## src/rtl/debounce_scheduler.sv

```systemverilog
`default_nettype none
// ----------------------------------------------------------------------------
// debounce_scheduler -- per-channel synchroniser and tick-sampled debouncer
// feeding a round-robin press-event queue with valid/ready handoff. Rev 1.0
// ----------------------------------------------------------------------------
module debounce_scheduler #(
    parameter int N_CH       = 4,
    parameter int TICK_DIV   = 16,
    parameter int STABLE_CNT = 10
) (
    input  logic            clk_i,
    input  logic            rst_ni,
    input  logic [N_CH-1:0] noisy_i,
    output logic [N_CH-1:0] state_o,
    output logic            evt_valid_o,
    output logic [2:0]      evt_id_o,
    input  logic            evt_ready_i,
    output logic [N_CH-1:0] ovf_o,
    input  logic            clr_ovf_i
);

    localparam int PW = (TICK_DIV > 2) ? $clog2(TICK_DIV) : 1;

    typedef enum logic [0:0] {
        IDLE  = 1'b0,
        OFFER = 1'b1
    } arb_state_t;

    logic [N_CH-1:0] sync1;
    logic [N_CH-1:0] sync2;
    logic [PW-1:0]   presc;
    logic            tick;
    logic [N_CH-1:0] toggle;
    logic [N_CH-1:0] rise;
    logic [N_CH-1:0] pending;
    logic [N_CH-1:0] clr_mask;
    logic [N_CH-1:0] ovf_set;
    logic [7:0]      pend_ext;
    logic [2:0]      rr_ptr;
    logic [2:0]      grant;
    logic [3:0]      idx;
    logic            found;
    logic            handshake;
    arb_state_t      arb_state;

    always_ff @(posedge clk_i or negedge rst_ni) begin
        if (!rst_ni) begin
            sync1 <= '0;
            sync2 <= '0;
        end else begin
            sync1 <= noisy_i;
            sync2 <= sync1;
        end
    end

    always_ff @(posedge clk_i or negedge rst_ni) begin
        if (!rst_ni) begin
            presc <= '0;
        end else if (tick) begin
            presc <= '0;
        end else begin
            presc <= presc + PW'(1);
        end
    end

    assign tick = (presc == PW'(TICK_DIV - 1));

    // Counter reaching STABLE_CNT toggles the level and restarts in one edge.
    for (genvar ch = 0; ch < N_CH; ch++) begin : g_ch
        logic [3:0] cnt;
        logic       differ;

        assign differ     = (sync2[ch] != state_o[ch]);
        assign toggle[ch] = tick & differ & (cnt == 4'(STABLE_CNT - 1));

        always_ff @(posedge clk_i or negedge rst_ni) begin
            if (!rst_ni) begin
                cnt <= '0;
            end else if (tick) begin
                if (!differ || toggle[ch]) begin
                    cnt <= '0;
                end else begin
                    cnt <= cnt + 4'd1;
                end
            end
        end
    end

    assign rise = toggle & ~state_o;

    always_ff @(posedge clk_i or negedge rst_ni) begin
        if (!rst_ni) begin
            state_o <= '0;
        end else begin
            state_o <= state_o ^ toggle;
        end
    end

    assign handshake = evt_valid_o & evt_ready_i;
    assign clr_mask  = handshake ? (N_CH'(1) << evt_id_o) : '0;
    // A press that lands on the very edge its pending bit is consumed is not lost.
    assign ovf_set   = rise & pending & ~clr_mask;

    always_ff @(posedge clk_i or negedge rst_ni) begin
        if (!rst_ni) begin
            pending <= '0;
            ovf_o   <= '0;
        end else begin
            pending <= (pending & ~clr_mask) | rise;
            ovf_o   <= (clr_ovf_i ? '0 : ovf_o) | ovf_set;
        end
    end

    assign pend_ext = 8'(pending);

    always_comb begin
        found = 1'b0;
        grant = 3'd0;
        idx   = 4'd0;
        for (int i = 0; i < N_CH; i++) begin
            idx = {1'b0, rr_ptr} + 4'(i);
            if (idx >= 4'(N_CH)) begin
                idx = idx - 4'(N_CH);
            end
            if (!found && pend_ext[idx[2:0]]) begin
                found = 1'b1;
                grant = idx[2:0];
            end
        end
    end

    always_ff @(posedge clk_i or negedge rst_ni) begin
        if (!rst_ni) begin
            arb_state   <= IDLE;
            evt_valid_o <= 1'b0;
            evt_id_o    <= 3'd0;
            rr_ptr      <= 3'd0;
        end else begin
            case (arb_state)
                IDLE: begin
                    if (found) begin
                        arb_state   <= OFFER;
                        evt_valid_o <= 1'b1;
                        evt_id_o    <= grant;
                    end
                end
                OFFER: begin
                    if (evt_ready_i) begin
                        arb_state   <= IDLE;
                        evt_valid_o <= 1'b0;
                        rr_ptr      <= (evt_id_o == 3'(N_CH - 1)) ? 3'd0 : evt_id_o + 3'd1;
                    end
                end
                default: begin
                    arb_state   <= IDLE;
                    evt_valid_o <= 1'b0;
                end
            endcase
        end
    end

endmodule
`default_nettype wire

```

## config.mk

```make
export PLATFORM = sky130hd
export DESIGN_NAME = debounce_scheduler
export DESIGN_NICKNAME = d
export VERILOG_FILES = /design/src/rtl/debounce_scheduler.sv
export SDC_FILE = /design/constraint.sdc
export NUM_CORES = 1
export LEC_CHECK = 0
export BUFFER_PORTS_ARGS = -buffer_cell sky130_fd_sc_hd__buf_2
export CAP_MARGIN = 5
export CORE_UTILIZATION = 60
export CTS_BUF_LIST = sky130_fd_sc_hd__clkbuf_4
export CTS_CLUSTER_DIAMETER = 60
export DETAILED_ROUTE_END_ITERATION = 7
export MAX_ROUTING_LAYER = met4
export PLACE_DENSITY = 0.81
export SLEW_MARGIN = 20
export SYNTH_ARGS = -nofsm -noshare
export SYNTH_HDL_FRONTEND = slang
export SYNTH_SLANG_ARGS = --single-unit
```

## constraint.sdc

```tcl
create_clock -name clk_i -period 2.85 [get_ports clk_i]
set_input_delay 0.4275 -clock clk_i [delete_from_list [all_inputs] [get_ports clk_i]]
set_output_delay 0.4275 -clock clk_i [all_outputs]
set_load 0.02 [all_outputs]
```

# After elaboration in Yosys (flattened, before gate mapping)
# Index checks and enable logic that the tools add are counted.
# totals
register_bits,48
inputBits,8
out_inout_bits,12
wordCells,118
# op_classes
addsub,13
order_cmp,8
n_eq_ne,12
shift,1
mux,34
n_bitwise,19
n_reduce_logical,17
# op_table
operator,n
$mux 4,7
$mux 3,9
$add 4x1->4 const B,5
$eq 4x4->1 const B,5
$and 4x4->4,4
$lt 3x4->1 const B,4
$bmux 1 s3,4
$ge 4x3->1 const B,3
$mux 1,12
$sub 3x3->3 const B,4
$and 1x1->1,9
$add 3x2->4 const B,2
$not 4->4,2
$or 4x4->4,2
$logic_not 1->1,7
$reduce_and 2->1,3
$add 3x1->4 const B,1
$logic_or 1x1->1,4
$ne 1x1->1,4
$ne 2x2->1 const B,2
$pmux 1 s2,2
$shl 1x3->4 const A,1
$xor 4x4->4,1
$add 3x1->3 const B,1
4 further kinds,6

# Logic depth before layout (Yosys ltp)
# Gate-level depths: netlist (run 1).
# depth
depth_word,16
mapped_depth,8
depth_no_buf,7

# Least setup slack after synthesis (run 1)
# Ideal clock, no wire load.
# synth_path
kind,register to register
startpoint,register rr_ptr[0]
endpoint,register evt_id_o[1]
setup_ns,0.080
arrival_time_ns,2.298
required_time_ns,2.770
path_slack_ns,0.472
path_stages_with_launch,8
n_path_buf,1
synth_period_minus_slack_ns,2.378
path_cell_list,dfrtp_1 -> buf_6 -> inv_1 -> ha_1 -> mux4_2 -> a221o_1 -> or4_1 -> o211ai_2
# synth_via
elab_chain_len,15
elab_cells_between_ends,38
cone_classes,add/sub (7); order compare (4); mux (20); reduce/logical (7)
# synth_rtl
element,line,source
from (decl),39,logic [2:0] rr_ptr;
from (signal assigned),151,rr_ptr <= (evt_id_o == 3'(N_CH - 1)) ? 3'd0 : evt_id_o + 3'd1;
"parallel branches: the longest is 15 deep, another holds $add 3x1->4",n/a,
to (signal assigned),144,evt_id_o <= grant;
to (decl),16,"output logic [2:0] evt_id_o,"
# Parallel ways; which one is timed is not known. The select of a mux whose other input is x is not followed.
# A chain may end at the register's enable or synchronous reset.

# Worst setup path in the final report (run 1)
# layout_path
startpoint,register rr_ptr[1]
endpoint,register evt_id_o[1]
# The elaborated chain is that of the path after synthesis.

==> results of run 1 <==
## layout make-up
class / instances / area [um^2] / area share (%)
flip-flops and latches: 48 / 1200 / 46.0
multi-input cells: 147 / 1060 / 40.5
repair buffers: 22 / 120 / 4.60
inverters: 23 / 86.3 / 3.31
well taps: 48 / 60.1 / 2.30
clock inverters: 3 / 46.3 / 1.77
clock buffers: 5 / 37.5 / 1.44
## state kept, by name, summed over array words and instances (netlist names)
register     cells
ovf_o            4
evt_valid_o      1
arb_state        1
presc            4
sync1            4
sync2            4
rr_ptr           3
evt_id_o         3
state_o          4
pending          4
g_ch.cnt        16
## cells in the mapped netlist (3+ instances only)
cell type  instances
clkbuf_1           3
dfrtp_1           48
ha_1              19
inv_1             23
mux2_2             3
mux2i_1            4
nand2_1           26
nand2b_1           6
nand3_1            6
nand3b_1           4
nor2_1             9
nor2b_1            5
nor3_1             4
o21ai_0           22
o2bb2ai_1          3
o31ai_1            6
xnor2_1            4
## worst reg2reg max path: stages (launching register included)
cell and delay (ns):
dfrtp_1 0.51, inv_1 0.11, ha_1 0.42, mux4_2 0.59
a221o_1 0.38, or4_1 0.43, o211ai_2 0.09
## routing by layer
| layer | global-route usage (%) | up-vias | routed length, um |
|---|---|---|---|
| li1 | - | 816 | - |
| met1 | 29.8 | 776 | 1830 |
| met2 | 33.5 | 26 | 1790 |
| met3 | 3.70 | 7 | 105 |
| met4 | 7.78 | 0 | 70 |
| met5 | - | - | 0 |
## logic make-up (layout without fill, tap and decap cells)
logic type / after synthesis / after routing / share of synthesized area [%]
adders and majority gates: 19 / 19 / 9.99
muxes: 11 / 11 / 6.10
AOI/OAI and AO/OA: 46 / 46 / 12.9
and+or+nand+nor: 66 / 66 / 13.6
xor gates and xnor gates: 5 / 5 / 1.84
buffers and inverters: 28 / 53 / 5.05
DFF: 48 / 48 / 50.5
## metrics by stage
step                hold slack [ns]  total power, mW  instance area [um^2]  utilization (%)
floorplan                     0.132             1.29                  2380                -
global placement              0.332             1.39                  2520             67.4
detailed placement            0.336             1.41                  2520             67.4
CTS                           0.140             1.82                  2610             69.6
global route                 0.0718             1.92                  2610             69.7
finish                       0.0522             1.80                  2610             69.7
## cell usage in the layout, fill, tap and decap left out, types with 4 or more instances in the layout
master    netlist  final
ha_1           19     19
clkbuf_4        0      5
nand3b_1        4      4
mux2i_1         4      4
nor3_1          4      4
nor2_1          9      9
dfrtp_1        48     48
nand3_1         6      6
buf_2           0     18
nor2b_1         5      5
inv_1          23     23
o21ai_0        22     22
xnor2_1         4      4
o31ai_1         6      6
nand2b_1        6      6
nand2_1        26     26
buf_4           0      4
## power breakdown
group | switching (mW) | leakage [nW] | internal [mW]
combinational | 0.297 | 0.605 | 0.248
clock | 0.219 | 0.0418 | 0.188
sequential | 0.0921 | 0.624 | 0.757
total | 0.608 | 1.27 | 1.19
## worst max path at each step
stage / to / slack (ns) / depth (start not counted) / startpoint
2_1_floorplan: evt_id_o[1] / 0.47 / 7 / rr_ptr[0]
3_3_place_gp: evt_id_o[1] / 0.37 / 6 / rr_ptr[1]
3_5_place_dp: evt_id_o[1] / 0.31 / 6 / rr_ptr[1]
4_1_cts: evt_id_o[1] / 0.28 / 6 / rr_ptr[1]
5_1_grt: evt_id_o[1] / 0.14 / 6 / rr_ptr[1]
6_report: evt_id_o[1] / 0.28 / 6 / rr_ptr[1]
==> metrics.md, run 1 <==
| Metric | Value |
|---|---|
| Final setup violation count | 0 |
| Run status | completed |
| Final hold violation count | 0 |
| Cell Rows | 22 |
| Reg2reg end | evt_id_o[1] |
| WP data required | 3.14 ns |
| RSZ-0062 raised after global routing | false |
| Pwr dens | 690 nW/um^2 |
| Worst Slack Setup Final | 0.279 ns |
| GR Overflow Total | 0 |
| Time the worst path needs with I/O delays and setup | 2.57 ns |
| H-tree depth | 2 |
| YS warnings | 0 |
| GRT Overall Usage | 22.0% |
| Clk slew on worst S/H paths | 0.15 ns |
| Ratio of cells with drive above 1 in the final layout | 16.9% |
| Vias per cell | 5.49 |
| Die Wd | 65.0 um |
| # DRC | 0 |
| Critical path launch point type | register |
| Final WL | 3790 um |
| Root buf cell | clkbuf_4 |
| Clk sinks | 48 |
| Post-DRT Antenna Nets | 0 |
| # port buffers | 19 |
| Ant diodes | 0 |
| Post-synth ARST share | 100% |
| Die Span Y | 65.0 um |
| Ports | 20 |
| Layout area overhead | 9.68% |
| Global-route wire length before repair | 6870 um |
| Worst flop-to-flop path startpoint | rr_ptr[1] |
| Synth area leader | dfrtp_1 |
| Hold/Removal Path Class | primary input to asynchronous set/reset pin |
| Post-Place Cells | 288 |
| Routability Congestion | 0.872 |
| Pre-CTS setup slack | 0.309 ns |
| Wire length per cell | 12.8 um |
| TritonCTS clock tree | yes |
| NumNets Final | 274 |
| Max-slew violation count | 0 |
| P_leak | 1.27 nW |
| Largest net degree at the start of global routing | 49 |
| Unique masters post-synth | 39 |
| Register area share after synthesis | 50.5% |
| Synth area leaders | dfrtp_1 50%, ha_1 10%, o21ai_0 4.6%, nand2_1 4.1%, inv_1 3.6% |
| Max clock buf depth | 2 |
| Cell Chain, Critical Path | inv_1 -> ha_1 -> mux4_2 -> a221o_1 -> or4_1 -> o211ai_2 |
| Critical path peak fanout | 9 |
| Slew of the pin with the lowest slew margin | 0.576 ns |
| Clock skew | 0.0126 ns |
| Core area | 3740 um^2 |
| Slowest cell on crit path | mux4_2 |
| Post-cts gate resize count | 0 |
| Post-synthesis register bit count | 48 |
| Part of the cycle the worst path needs | 90.2% |
| DP HPWL | 2810 um |
| Via count | 1625 |
| Vias in the first global route | 1581 |
| Initial Util | 63.5% |
| Hold buffers post-CTS | 0 |
| Fillcell total | 295 |
| Iter 0 DRT Violations | 103 |
| Final Non-Filler Cells | 296 |
| Worst path buffer plus inverter count | 1 |
| Slew Limit Headroom | 61.6% |
| Worst setup EP type | register |
| Mapped Avg Cell Area | 10.7 um^2 |
| Setup Buffers After CTS | 0 |
| Clock Latency Late Sink | 0.36 ns |
| Reg2reg path depth | 6 |
| Type of the worst setup path | register to register |
| Antenna violations before repair | 0 |
| DR pass1 iterations | 4 |
| Mapped Area | 2380 um^2 |
| Ys flop type | dfrtp_1 |
| Fmax | 389 MHz |
| Sum of negative setup slack | 0 ns |
| Die Footprint | 4220 um^2 |
| Post-synth EDFFs | 0 |
| Cell count after synthesis | 223 |
| Synth Net Count | 250 |
| Reg-to-reg slack, setup | 0.28 ns |
| CP arrival | 2.86 ns |
| Max cap viols | 0 |
| Share of the synthesized area in the top cell type | 50.5% |
| Slowest stage delay, CP | 0.59 ns |
| CTS Buf Count | 5 |
| Maximum VDD drop | 0.359 mV |
| Top cell family by delay on the critical path | multiplexers |
(Power assumes the default switching activity.)
==> run 2, diff against run 1 <==
RECOVER_POWER = 25   (was unset)
==> run 2 against run 1 <==
Effect of this change:
- the flow now finishes with violations (capacitance limit, slew limit)
- cell count stayed put
- combinational power hardly changed
- register-to-register slack hardly changed
- critical path type unchanged
- largest power group unchanged
- highest routed layer unchanged
==> metrics.md, run 2 (synthesized netlist as in run 1, its figures left out) <==
| Metric | Value |
|---|---|
| Worst setup EP type | register |
| Run status | finished, violations left |
| HP Start | noisy_i[2] |
| Vias in the first global route | 1581 (unchanged) |
| Slew of the pin with the lowest slew margin | 2.44 ns (+1.87 ns) |
| P_leak | 1.27 nW (-0.28%) |
| Ant diodes | 0 (unchanged) |
| Layout area overhead | 9.52% |
| Reg2reg path depth | 6 (unchanged) |
| Final setup violation count | 0 (unchanged) |
| GRT Overall Usage | 22.0% (unchanged) |
| Core area | 3740 um^2 (unchanged) |
| Iter 0 DRT Violations | 103 (unchanged) |
| Met2 WL | 1790 um (-0.28%) |
| Highest metal layer with signal wires | met4 |
| Maximum VDD drop | 0.358 mV (about the same) |
| Largest net degree at the start of global routing | 49 (unchanged) |
| Clk sinks | 48 (unchanged) |
| Hold endpoint | sync1[2] |
| Commonest non-fill, non-tap cell in the layout | dfrtp_1 |
| Worst flop-to-flop path startpoint | rr_ptr[1] |
| Clock Latency Late Sink | 0.36 ns (about the same) |
| Hold slack final | 0.156 ns (+0.104 ns) |
| Via count | 1612 (-0.80%) |
| Vias per cell | 5.45 (-0.80%) |
| Critical path peak fanout | 9 (unchanged) |
| GR Overflow Total | 0 (unchanged) |
| Post-Place Cells | 288 (unchanged) |
| Die Footprint | 4220 um^2 (unchanged) |
| Max clock buf depth | 2 (unchanged) |
| Die Wd | 65.0 um (unchanged) |
| Worst hold stages | 1 |
| DP HPWL | 2810 um (unchanged) |
| Slowest stage delay, CP | 0.59 ns (about the same) |
| Initial Util | 63.5% (unchanged) |
| Metal3 WL | 97 um (-7.6%) |
| Max cap viols | 1 (+1) |
| Sum of negative setup slack | 0 ns (unchanged) |
| Most frequent cells in the layout | 48 x dfrtp_1, 26 x nand2_1, 23 x inv_1, 22 x o21ai_0, 19 x ha_1 |
| TritonCTS clock tree | yes |
| Part of the cycle the worst path needs | 90.1% (about the same) |
| Final WL | 3790 um (-0.13%) |
| Root buf cell | clkbuf_4 |
| Max-slew violation count | 49 (+49) |
| Global-route wire length before repair | 6870 um (unchanged) |
| Critical path launch point type | register |
| Cell Chain, Critical Path | inv_1 -> ha_1 -> mux4_2 -> a221o_1 -> or4_1 -> o211ai_2 |
| Biggest register | g_ch.cnt |
| Final hold violation count | 0 (unchanged) |
| Fillcell total | 295 (unchanged) |
| H-tree depth | 2 (unchanged) |
| Post-cts gate resize count | 0 (unchanged) |
| Fmax | 389 MHz (about the same) |
| CTS Buf Count | 5 (unchanged) |
| Reg-to-reg slack, setup | 0.28 ns (about the same) |
| Die Span Y | 65.0 um (unchanged) |
| Time the worst path needs with I/O delays and setup | 2.57 ns (-0.00187 ns) |
| RSZ-0062 raised after global routing | false |
| Setup Buffers After CTS | 0 (unchanged) |
| Cell Rows | 22 (unchanged) |
| Post-DRT Antenna Nets | 0 (unchanged) |
| Placed Area | 2520 um^2 (unchanged) |
| Clk slew on worst S/H paths | 0.15 ns (about the same) |
| Wl on met1 | 1840 um (+0.44%) |
| WP data required | 3.14 ns (about the same) |
| Reg2reg end | evt_id_o[1] |
| Max FFs per register | 16 (unchanged) |
| Layout Cell Area excl Fill | 2610 um^2 (-0.14%) |
| Slew Limit Headroom | -62.9% (-120 points) |
| Final Non-Filler Cells | 296 (unchanged) |
| Top cell family by delay on the critical path | multiplexers |
| Type of the worst setup path | register to register |
| Wire length per cell | 12.8 um (-0.13%) |
| Slowest cell on crit path | mux4_2 |
| Antenna violations before repair | 0 (unchanged) |
| Worst path buffer plus inverter count | 1 (unchanged) |
| # port buffers | 19 (unchanged) |
| Clock skew | 0.0126 ns (+0.0000583 ns) |
| Hold/Removal Path Class | primary input to register |
| # DRC | 0 (unchanged) |
| Ratio of cells with drive above 1 in the final layout | 16.5% (-0.40 points) |
| Failing checks | capacitance limit, slew limit |
| CP arrival | 2.86 ns (about the same) |
| DR pass1 iterations | 4 (unchanged) |
| NumNets Final | 274 (unchanged) |
| Hold buffers post-CTS | 0 (unchanged) |
| Pwr dens | 691 nW/um^2 (about the same) |
| Ports | 20 (unchanged) |
| Routability Congestion | 0.872 (unchanged) |
[run 2: how the worst max path moves through the flow]
stage | cells past startpoint | start | endpoint | slack, ns
floorplan | 7 | rr_ptr[0] | evt_id_o[1] | 0.47
global placement | 6 | rr_ptr[1] | evt_id_o[1] | 0.37
detailed placement | 6 | rr_ptr[1] | evt_id_o[1] | 0.31
CTS | 6 | rr_ptr[1] | evt_id_o[1] | 0.28
global route | 6 | rr_ptr[1] | evt_id_o[1] | 0.14
finish | 6 | rr_ptr[1] | evt_id_o[1] | 0.28
[run 2: cell type report]
type	count	area, um^2	area share, %
clock inverters	3	46.3	1.78
repair buffers	22	116	4.47
well taps	48	60.1	2.31
inverters	23	86.3	3.31
clock buffers	5	37.5	1.44
multi-input cells	147	1060	40.6
flip-flops and latches	48	1200	46.1
[run 2: routing by layer]
metal	global-route usage [%]	vias up
met1	29.8	769
met2	33.5	21
met3	3.70	7
met5	-	-
met4	7.78	0
li1	-	815
[run 2: per-stage QoR]
| step | util, % | total power [mW] | setup WS [ns] |
|---|---|---|---|
| after floorplan | - | 1.29 | 0.472 |
| after global placement | 67.4 | 1.39 | 0.369 |
| after detailed placement | 67.4 | 1.41 | 0.309 |
| after CTS | 69.6 | 1.82 | 0.282 |
| after global routing | 69.6 | 1.92 | 0.143 |
| final | 69.6 | 1.80 | 0.281 |
[run 2: worst reg2reg max path, stage by stage, from the launching register on]
cell and delay (ns):
dfrtp_1 0.51, inv_1 0.11, ha_1 0.42, mux4_2 0.59, a221o_1 0.38, or4_1 0.43
o211ai_2 0.09
[run 2: where the power goes]
group          total [mW]  switching, mW  internal, mW
registers           0.849         0.0925         0.757
logic               0.543          0.296         0.247
clock network       0.406          0.219         0.188
total                1.80          0.607          1.19
